File: config.mk
export PLATFORM = sky130hd
export DESIGN_NAME = switch_calc_core_flat
export DESIGN_NICKNAME = d
export VERILOG_FILES = /design/src/rtl/switch_calc_core_if.sv /design/src/rtl/switch_calc_core.sv /design/src/flat_wrapper.sv
export SDC_FILE = /design/constraint.sdc
export NUM_CORES = 1
export LEC_CHECK = 0
export ABC_AREA = 1
export CAP_MARGIN = 20
export CORE_MARGIN = 2
export CORE_UTILIZATION = 35
export CTS_BUF_LIST = sky130_fd_sc_hd__clkbuf_8 sky130_fd_sc_hd__clkbuf_16
export DETAILED_ROUTE_END_ITERATION = 8
export PLACE_DENSITY = 0.48
export SYNTH_ARGS = -nofsm -noshare
export SYNTH_HDL_FRONTEND = slang
export SYNTH_SLANG_ARGS = --single-unit
export TNS_END_PERCENT = 5
File: constraint.sdc
create_clock -name CLK -period 3.15 [get_ports CLK]
set_input_delay 0.4725 -clock CLK [delete_from_list [all_inputs] [get_ports CLK]]
set_output_delay 0.4725 -clock CLK [all_outputs]
set_load 0.005 [all_outputs]
File: src/rtl/switch_calc_core_if.sv
// Operand/operator entry and result bus for the switch calculator.
interface switch_calc_core_if #(
  parameter int WIDTH = 4
);
  logic [WIDTH-1:0]   num;
  logic [1:0]         op;
  logic               done;
  logic [2*WIDTH-1:0] result;
  logic               neg;
  logic               err;
  logic [2:0]         state;
  logic               valid;

  modport master (
    output num, op, done,
    input  result, neg, err, state, valid
  );

  modport slave (
    input  num, op, done,
    output result, neg, err, state, valid
  );
endinterface

File: src/rtl/switch_calc_core.sv
// Push-button calculator: enter A, operator, B; computes add/sub/mul/div
// (restoring divider, one quotient bit per cycle) and holds the result.
module switch_calc_core #(
  parameter int WIDTH  = 4,
  parameter int DIV_EN = 1
) (
  input  logic               CLK,
  input  logic               reset,
  switch_calc_core_if.slave  bus
);
  localparam int W2 = 2 * WIDTH;
  localparam int CW = $clog2(WIDTH + 1);
  localparam logic [CW-1:0] LAST = CW'(WIDTH - 1);
  localparam bit DIV_OFF = (DIV_EN == 0);

  typedef enum logic [2:0] {
    S_OP1  = 3'd0,
    S_OPR  = 3'd1,
    S_OP2  = 3'd2,
    S_CALC = 3'd3,
    S_SHOW = 3'd4,
    S_ERR  = 3'd5
  } state_t;

  state_t st, st_nxt;

  // done synchronizer + rising-edge detect
  logic       s1, s2, s3, arm;
  logic [1:0] fill;
  logic       enter;

  // The edge detector only arms after the chain has filled and seen done
  // low, so a button held through reset release never counts as a press.
  always_ff @(posedge CLK or negedge reset) begin
    if (!reset) begin
      s1   <= 1'b0;
      s2   <= 1'b0;
      s3   <= 1'b0;
      arm  <= 1'b0;
      fill <= 2'd0;
    end else begin
      s1 <= bus.done;
      s2 <= s1;
      s3 <= s2;
      if (fill != 2'd2) fill <= fill + 2'd1;
      if (fill == 2'd2 && !s2) arm <= 1'b1;
    end
  end

  assign enter = arm & s2 & ~s3;

  // operands, divider, outputs
  logic [WIDTH-1:0] a, b, rem, quo;
  logic [1:0]       op_r;
  logic [CW-1:0]    cnt;
  logic [W2-1:0]    result_q;
  logic             neg_q, err_q;

  logic             is_div, div_bad;
  logic [WIDTH:0]   shifted, trial;
  logic [WIDTH-1:0] rem_nxt, quo_nxt;
  logic [W2-1:0]    calc_res;
  logic             calc_neg;

  assign is_div  = (op_r == 2'b11);
  assign div_bad = DIV_OFF || (b == '0);

  // One restoring step: shift in the next dividend bit, subtract B if it fits.
  always_comb begin
    shifted = {rem, quo[WIDTH-1]};
    trial   = shifted - {1'b0, b};
    if (!trial[WIDTH]) begin
      rem_nxt = trial[WIDTH-1:0];
      quo_nxt = {quo[WIDTH-2:0], 1'b1};
    end else begin
      rem_nxt = shifted[WIDTH-1:0];
      quo_nxt = {quo[WIDTH-2:0], 1'b0};
    end
  end

  always_comb begin
    calc_res = '0;
    calc_neg = 1'b0;
    case (op_r)
      2'b00: calc_res = W2'(a) + W2'(b);
      2'b01: begin
        if (a < b) begin
          calc_res = W2'(b - a);
          calc_neg = 1'b1;
        end else begin
          calc_res = W2'(a - b);
        end
      end
      2'b10: calc_res = W2'(a) * W2'(b);
      default: calc_res = {rem_nxt, quo_nxt};
    endcase
  end

  always_ff @(posedge CLK or negedge reset) begin
    if (!reset) begin
      st <= S_OP1;
    end else begin
      st <= st_nxt;
    end
  end

  always_comb begin
    st_nxt = st;
    case (st)
      S_OP1:  if (enter) st_nxt = S_OPR;
      S_OPR:  if (enter) st_nxt = S_OP2;
      S_OP2:  if (enter) st_nxt = S_CALC;
      S_CALC: begin
        if (!is_div)          st_nxt = S_SHOW;
        else if (div_bad)     st_nxt = S_ERR;
        else if (cnt == LAST) st_nxt = S_SHOW;
      end
      S_SHOW: if (enter) st_nxt = S_OP1;
      S_ERR:  if (enter) st_nxt = S_OP1;
      default: st_nxt = S_OP1;
    endcase
  end

  always_ff @(posedge CLK or negedge reset) begin
    if (!reset) begin
      a        <= '0;
      b        <= '0;
      op_r     <= 2'b00;
      rem      <= '0;
      quo      <= '0;
      cnt      <= '0;
      result_q <= '0;
      neg_q    <= 1'b0;
      err_q    <= 1'b0;
    end else begin
      case (st)
        S_OP1: if (enter) a <= bus.num;
        S_OPR: if (enter) op_r <= bus.op;
        S_OP2: if (enter) begin
          b   <= bus.num;
          rem <= '0;
          quo <= a;
          cnt <= '0;
        end
        S_CALC: begin
          if (!is_div) begin
            result_q <= calc_res;
            neg_q    <= calc_neg;
          end else if (div_bad) begin
            result_q <= '1;
            neg_q    <= 1'b0;
            err_q    <= 1'b1;
          end else begin
            rem <= rem_nxt;
            quo <= quo_nxt;
            cnt <= cnt + CW'(1);
            // result only becomes visible once the final bit is resolved
            if (cnt == LAST) begin
              result_q <= calc_res;
              neg_q    <= 1'b0;
            end
          end
        end
        S_SHOW, S_ERR: if (enter) begin
          a        <= '0;
          b        <= '0;
          op_r     <= 2'b00;
          rem      <= '0;
          quo      <= '0;
          cnt      <= '0;
          result_q <= '0;
          neg_q    <= 1'b0;
          err_q    <= 1'b0;
        end
        default: ;
      endcase
    end
  end

  assign bus.result = result_q;
  assign bus.neg    = neg_q;
  assign bus.err    = err_q;
  assign bus.state  = st;
  assign bus.valid  = (st == S_SHOW) || (st == S_ERR);
endmodule

File: src/flat_wrapper.sv
// flat-port wrapper written by rule: the top's interface ports become plain ports
module switch_calc_core_flat 
#(
  parameter int WIDTH  = 4,
  parameter int DIV_EN = 1
)
  (CLK, reset, bus_num, bus_op, bus_done, bus_result, bus_neg, bus_err, bus_state, bus_valid);
  switch_calc_core_if #(.WIDTH(WIDTH)) bus_i ();
  input  logic CLK;
  input  logic reset;
  input wire logic [$bits(bus_i.num)-1:0] bus_num;
  input wire logic [$bits(bus_i.op)-1:0] bus_op;
  input wire logic [$bits(bus_i.done)-1:0] bus_done;
  output wire logic [$bits(bus_i.result)-1:0] bus_result;
  output wire logic [$bits(bus_i.neg)-1:0] bus_neg;
  output wire logic [$bits(bus_i.err)-1:0] bus_err;
  output wire logic [$bits(bus_i.state)-1:0] bus_state;
  output wire logic [$bits(bus_i.valid)-1:0] bus_valid;
  assign bus_i.num = bus_num;
  assign bus_i.op = bus_op;
  assign bus_i.done = bus_done;
  assign bus_result = bus_i.result;
  assign bus_neg = bus_i.neg;
  assign bus_err = bus_i.err;
  assign bus_state = bus_i.state;
  assign bus_valid = bus_i.valid;
  switch_calc_core #(.WIDTH(WIDTH), .DIV_EN(DIV_EN)) u_core (.CLK(CLK), .reset(reset), .bus(bus_i));
endmodule
==> impl_metrics.toml, run 1 <==
[outcome]
status = "finished, final reports clean"

[global_route]
grt_pass1_vias = 2713
grt_pass1_wl_mm = 13.08
grt.total_usage_pct = 16.82
grt_max_degree = 41
antenna_found_initial = 0
grt_overflow = 0

[worst_setup_path]
path_max_fanout = 7
path_cells = "nand2_1, fa_1, inv_1, fa_1, inv_1, fa_1, inv_1, nand3_1, a21oi_1, nor2_1, nor2_1, nand2_1, nand3_1, nand2_1"
critPathRequiredTime_ns = 3.34
reg2reg_slack_ns = 0.32
critical-path-slowest-cell = "fa_1"
endpoint_kind = "flop"
crit_arrival_ns = 3.02
slowest_delay_ns = 0.56
critPathKind = "flop to flop"
critPathLaunchType = "flop"

[power]
power.switching_mw = 1.712
pwr-share-comb_pct = 66.3
power_leakage_nw = 1.936
internal_power_mw = 1.706
pwr-share-clk_pct = 9.8
ir_drop_v = 0.0003618
seq_power_share_pct = 23.9
power_mw = 3.417
p_sw_share_pct = 50.09
power.density_nw_per_um2 = 953.3

[yosys]
synthCells = 414
ys_types = 35
syn-cell-area_sq_um = 3119
seq_area_frac_synth_pct = 32.09
async_flop_share_pct = 100.0
yosys_warnings = 0
synth-edff-count = 0
ys_ff_latch = 40
synth_flop_cell = "dfrtp_1"
avgSynthCellArea_sq_um = 7.534
synth_nets = 462

[timing]
grt_setup_unrepaired = "no"
tightest_slew_ns = 0.9231
relSlewSlack_pct = 38.46
fin_setup_tns_ns = 0
finalCriticalPeriod_ns = 2.827
drv_slew = 0
finalHoldViolCount = 0
setup_viol = 0
fin_crit_sh_pct = 89.75
whs_ns = 0.3059
finClkSkew_ns = 0.01088
max_clock_freq_mhz = 353.7

[route]
viasPerCell = 4.775
drt_iter0_markers = 110
wl_mm = 7.389
drt_first_pass_iters = 4
drc = 0
num_vias = 2650
wl_per_cell_um = 13.31
ant_nets = 0

[place]
place.port_buffers = 22
dp_hpwl_mm = 5.925
gp_congestion = 0.8598

[floorplan]
num_rows = 34
dieArea_sq_um = 9684
initial_core_util_pct = 35.94
core_area_sq_um = 8678
ios = 23
fp.dieH_um = 98.41
die_w_um = 98.41

[cells_and_area]
final_layout_size_suffix_gt1_share_pct = 10.29
synthToLayoutAreaGrowth_pct = 14.92
nFillCells = 943
fin_nets = 495
final_util_pct = 41.31
final_common_cell = "nand2_1"
num_antenna_cells = 0
final_cell_mix = "113 x nand2_1, 67 x inv_1, 39 x dfrtp_1"

[clocking]
clk_path_buf_depth = 2
clock_latency_ns = 0.30
h-tree-depth = 2
postCtsSetupBuffers = 0
cts.reportedPaths.clkPinSlew_ns = 0.08
cts_tree = "built"
cts.sinks = 40
cts_inserted_buffers = 5
ctsRootBufferMaster = "clkbuf_8"

[job]
drv_cap = 0

[worst_hold_path]
min_path_type = "input pin to asynchronous set/reset pin"
registers in the layout, indices dropped and copies added, names as in the netlist:
register and cells:
u_core.bus.result 8, u_core.a 4, u_core.b 4, u_core.quo 4, u_core.rem 4, u_core.bus.state 3, u_core.cnt 3, u_core.fill 2
u_core.op_r 2, u_core.arm 1, u_core.bus.err 1, u_core.bus.neg 1, u_core.s1 1, u_core.s2 1, u_core.s3 1
cells by family (layout without fill, tap and decap cells):
group                    Yosys count  in the layout  share of synthesized area, %
flip-flops                        40             40                         32.09
AND/OR/NAND/NOR                  202            202                         29.72
XOR/XNOR                           3              3                        0.8425
AO/OA/AOI/OAI                     56             56                         10.63
adder cells (fa/ha/maj)           39             39                         17.57
buffers and inverters             74            107                         9.145
synthesized netlist by cell type, types with 3 or more instances:
cell	instances	area [sq um]
a21oi_1	20	100.1
nand2_2	8	50.05
nor2_1	28	105.1
dfrtp_1	40	1001
ha_1	31	387.9
inv_1	67	251.5
o22ai_1	3	18.77
nand3_4	3	52.55
o21ai_2	4	35.03
nand2_1	113	424.2
nor2_2	4	25.02
fa_1	8	160.2
o21ai_0	20	100.1
nand3_1	35	175.2
inv_2	3	11.26
timing repair:
item / 4_1_cts / 5_1_grt
hold buffers: 0 / 0
endpoints found under the setup margin: 0 / 1
gates resized for setup: 0 / 1
path summary, 6_finish.rpt:
check | depth (start not counted) | from | end
worst max-delay path | 14 | u_core.a[2] | u_core.bus.result[6]
worst min-delay path | 1 | reset | u_core.fill[0]
worst max register to register | 14 | u_core.a[2] | u_core.bus.result[6]
worst min register to register | 0 | u_core.s1 | u_core.s2
max in group asynchronous | 1 | reset | u_core.a[2]
min in group CLK | 0 | u_core.s1 | u_core.s2
area by class of cell:
| type | count | area [sq um] | share of cell area (%) |
|---|---|---|---|
| Multi-Input combinational cell | 300 | 1833 | 51.13 |
| Sequential cell | 40 | 1002 | 27.96 |
| Inverter | 73 | 280.3 | 7.819 |
| Timing Repair Buffer | 27 | 252.7 | 7.051 |
| Tap cell | 108 | 135.1 | 3.770 |
| Clock buffer | 5 | 68.82 | 1.920 |
| Clock inverter | 2 | 12.51 | 0.3490 |
power by group through the flow:
| stage | combinational [mW] | clock [mW] | sequential, mW |
|---|---|---|---|
| after floorplan | 1.60 | 0 | 0.833 |
| after global routing | 2.65 | 0.371 | 0.845 |
| final | 2.27 | 0.333 | 0.818 |
| after detailed placement | 2.28 | 0 | 0.827 |
| after global placement | 2.29 | 0 | 0.822 |
| after CTS | 2.29 | 0.348 | 0.817 |
worst max-delay path, delay by kind of cell, from the launching register on:
kind | cells | cell delay, ns
adder cells (fa/ha/maj) | 3 | 1.46
AND/OR/NAND/NOR | 7 | 0.49
flip-flops | 1 | 0.44
buffers and inverters | 3 | 0.21
AO/OA/AOI/OAI | 1 | 0.15
through the flow:
stage          setup slack [ns]  instance area (sq um)  std cells
2_1_floorplan            0.3228                   3119        414
3_3_place_gp             0.3034                   3502        548
3_5_place_dp             0.2530                   3502        548
4_1_cts                  0.2504                   3583        555
5_1_grt                 0.07860                   3585        555
6_report                 0.3228                   3585        555
layer usage:
metal / routed length, um / track usage [%] / vias to the layer above
met3: 188 / 2.792 / 9
li1: - / - / 1392
met5: 0 / 0 / -
met1: 3861 / 23.63 / 1202
met2: 3253 / 27.37 / 47
met4: 85 / 3.688 / 0
No activity file was read; power rests on OpenSTA's default activity.
==> run 2, diff against run 1 <==
--- a/config.mk
+++ b/config.mk
@@ -11,6 +11,7 @@
 export CORE_UTILIZATION = 35
 export CTS_BUF_LIST = sky130_fd_sc_hd__clkbuf_8 sky130_fd_sc_hd__clkbuf_16
 export DETAILED_ROUTE_END_ITERATION = 8
+export HOLD_SLACK_MARGIN = 0.15
 export PLACE_DENSITY = 0.48
 export SYNTH_ARGS = -nofsm -noshare
 export SYNTH_HDL_FRONTEND = slang
==> constraint.sdc (replaced) <==
create_clock -name CLK -period 3.3 [get_ports CLK]
set_input_delay 0.495 -clock CLK [delete_from_list [all_inputs] [get_ports CLK]]
set_output_delay 0.495 -clock CLK [all_outputs]
set_load 0.005 [all_outputs]
==> run 2 against run 1 <==
Global-route usage is 0.39 points higher; critical path type unchanged; non-clock buffer count down 2; hold slack improved by 0.011 ns; die area unchanged; largest cell class unchanged; routed wire length increased by 2.7%; utilization is 0.22 points higher.
==> impl_metrics.toml, run 2 (synthesized netlist as in run 1, its figures left out) <==
[outcome]
status = "finished, final reports clean"

[place]
dp_hpwl_mm = 6.063
dp.cells = 546
place.port_buffers = 22
gp_congestion = 0.9016

[cells_and_area]
fin_cells = 554
num_antenna_cells = 0
final_layout_size_suffix_gt1_share_pct = 10.09
largest_reg_flops = 8
fin_nets = 493
final_common_cell = "nand2_1"
final_cell_mix = "113 x nand2_1, 67 x inv_1, 39 x dfrtp_1"
synthToLayoutAreaGrowth_pct = 15.52

[power]
power_leakage_nw = 1.941
pwr-share-comb_pct = 63.6
seq_power_share_pct = 23.6
ir_drop_v = 0.0004494
power.density_nw_per_um2 = 935.4
internal_power_mw = 1.706
pwr-share-clk_pct = 12.8
p_sw_share_pct = 49.40
power.switching_mw = 1.665

[clocking]
ctsRootBufferMaster = "clkbuf_8"
cts.reportedPaths.clkPinSlew_ns = 0.09
cts_tree = "built"
cts.sinks = 40
cts_inserted_buffers = 5
clock_latency_ns = 0.31
clk_path_buf_depth = 2
h-tree-depth = 2

[timing]
grt_setup_unrepaired = "no"
finalHoldViolCount = 0
drv_slew = 0
fin_setup_tns_ns = 0
finalCriticalPeriod_ns = 2.943
tightest_slew_ns = 0.9273
fin_crit_sh_pct = 89.18
relSlewSlack_pct = 38.18
setup_viol = 0
finClkSkew_ns = 0.01051
max_clock_freq_mhz = 339.8

[route]
drc = 0
drt_first_pass_iters = 4
drt_iter0_markers = 134
viasPerCell = 4.744
num_vias = 2628
ant_nets = 0
wl_per_cell_um = 13.70
wl_mm = 7.590

[floorplan]
num_rows = 34
ios = 23
die_w_um = 98.41
dieArea_sq_um = 9684
initial_core_util_pct = 35.94
core_area_sq_um = 8678
fp.dieH_um = 98.41

[worst_setup_path]
critPathKind = "flop to flop"
critical-path-slowest-cell = "fa_1"
critPathLaunchType = "flop"
slowest_delay_ns = 0.56
endpoint_kind = "flop"
crit_arrival_ns = 3.14
r2r-start = "u_core.b[2]"
path_max_fanout = 7
crit_family = "adder cells"
cp_num_buf_inv = 3
critPathRequiredTime_ns = 3.50
reg2reg_slack_ns = 0.36
path_cells = "nand2_1, fa_1, inv_1, fa_1, inv_1, fa_1, inv_1, nand3_1, a21oi_1, nor2_1, nor2_1, nand2_1, nand3_1, nand2_1"
startpoint = "u_core.b[2]"

[global_route]
grt.total_usage_pct = 17.21
grt_overflow = 0
grt_pass1_wl_mm = 13.41
grt_pass1_vias = 2672
grt_max_degree = 41
antenna_found_initial = 0

[worst_hold_path]
min_path_type = "input pin to asynchronous set/reset pin"

[job]
drv_cap = 0
run 2: cell count changes in the layout (fill, tap and decap cells not counted), sizes merged:
cell    previous run  this run
bufinv             0         1
buf                6         4
clkinv             3         2
inv               71        72
run 2: path summary, 6_finish.rpt:
kind / endpoint / depth (start not counted)
setup / recovery: u_core.bus.result[6] / 14
hold / removal: u_core.fill[1] / 1
setup reg to reg: u_core.bus.result[6] / 14
hold reg to reg: u_core.s2 / 0
max in group asynchronous: u_core.a[0] / 1
min in group CLK: u_core.s2 / 0
run 2: power by group through the flow:
stage | Combinational [mW] | Clock [mW] | Sequential [mW]
after floorplan | 1.52 | 0 | 0.795
after global placement | 2.15 | 0 | 0.801
after detailed placement | 2.16 | 0 | 0.804
after CTS | 2.17 | 0.453 | 0.796
after global routing | 2.52 | 0.468 | 0.824
final | 2.14 | 0.433 | 0.795
run 2: worst reg2reg max path: cells and delay by family (launching register included):
kind | cells | cell delay [ns]
AND/OR/NAND/NOR | 7 | 0.53
flip-flops | 1 | 0.48
adder cells (fa/ha/maj) | 3 | 1.47
buffers and inverters | 3 | 0.21
AO/OA/AOI/OAI | 1 | 0.15
run 2: area by class of cell:
type                            instances  area, sq um
Fill cell                             912         5075
Tap cell                              108        135.1
Clock buffer                            5        68.82
Multi-Input combinational cell        300         1833
Sequential cell                        40         1002
Timing Repair Buffer                   25        237.7
Inverter                               73        280.3
Clock inverter                          3        46.29
run 2: through the flow:
| stage | total power [mW] | cell area (sq um) | util, % | setup WS [ns] | hold WS (ns) |
|---|---|---|---|---|---|
| CTS | 3.421 | 3602 | 41.51 | 0.2877 | 0.3450 |
| global placement | 2.954 | 3487 | 40.18 | 0.3710 | 0.3387 |
| floorplan | 2.318 | 3119 | - | 0.4728 | 0.1994 |
| finish | 3.371 | 3603 | 41.52 | 0.3570 | 0.3168 |
| global route | 3.814 | 3603 | 41.52 | 0.02298 | 0.3781 |
| detailed placement | 2.961 | 3487 | 40.18 | 0.3130 | 0.3426 |
run 2: repair_timing:
item                                    CTS  global route
hold buffers                              0             0
resized for setup                         0             1
buffers inserted                          0             0
hold endpoints to repair                  0             0
endpoints found under the setup margin    0             1
run 2: layer usage:
metal | vias up | wire length [um] | GRT usage, %
li1 | 1383 | - | -
met3 | 7 | 269 | 2.863
met1 | 1190 | 3770 | 24.09
met5 | - | 0 | 0
met4 | 0 | 87 | 4.004
met2 | 48 | 3462 | 28.00
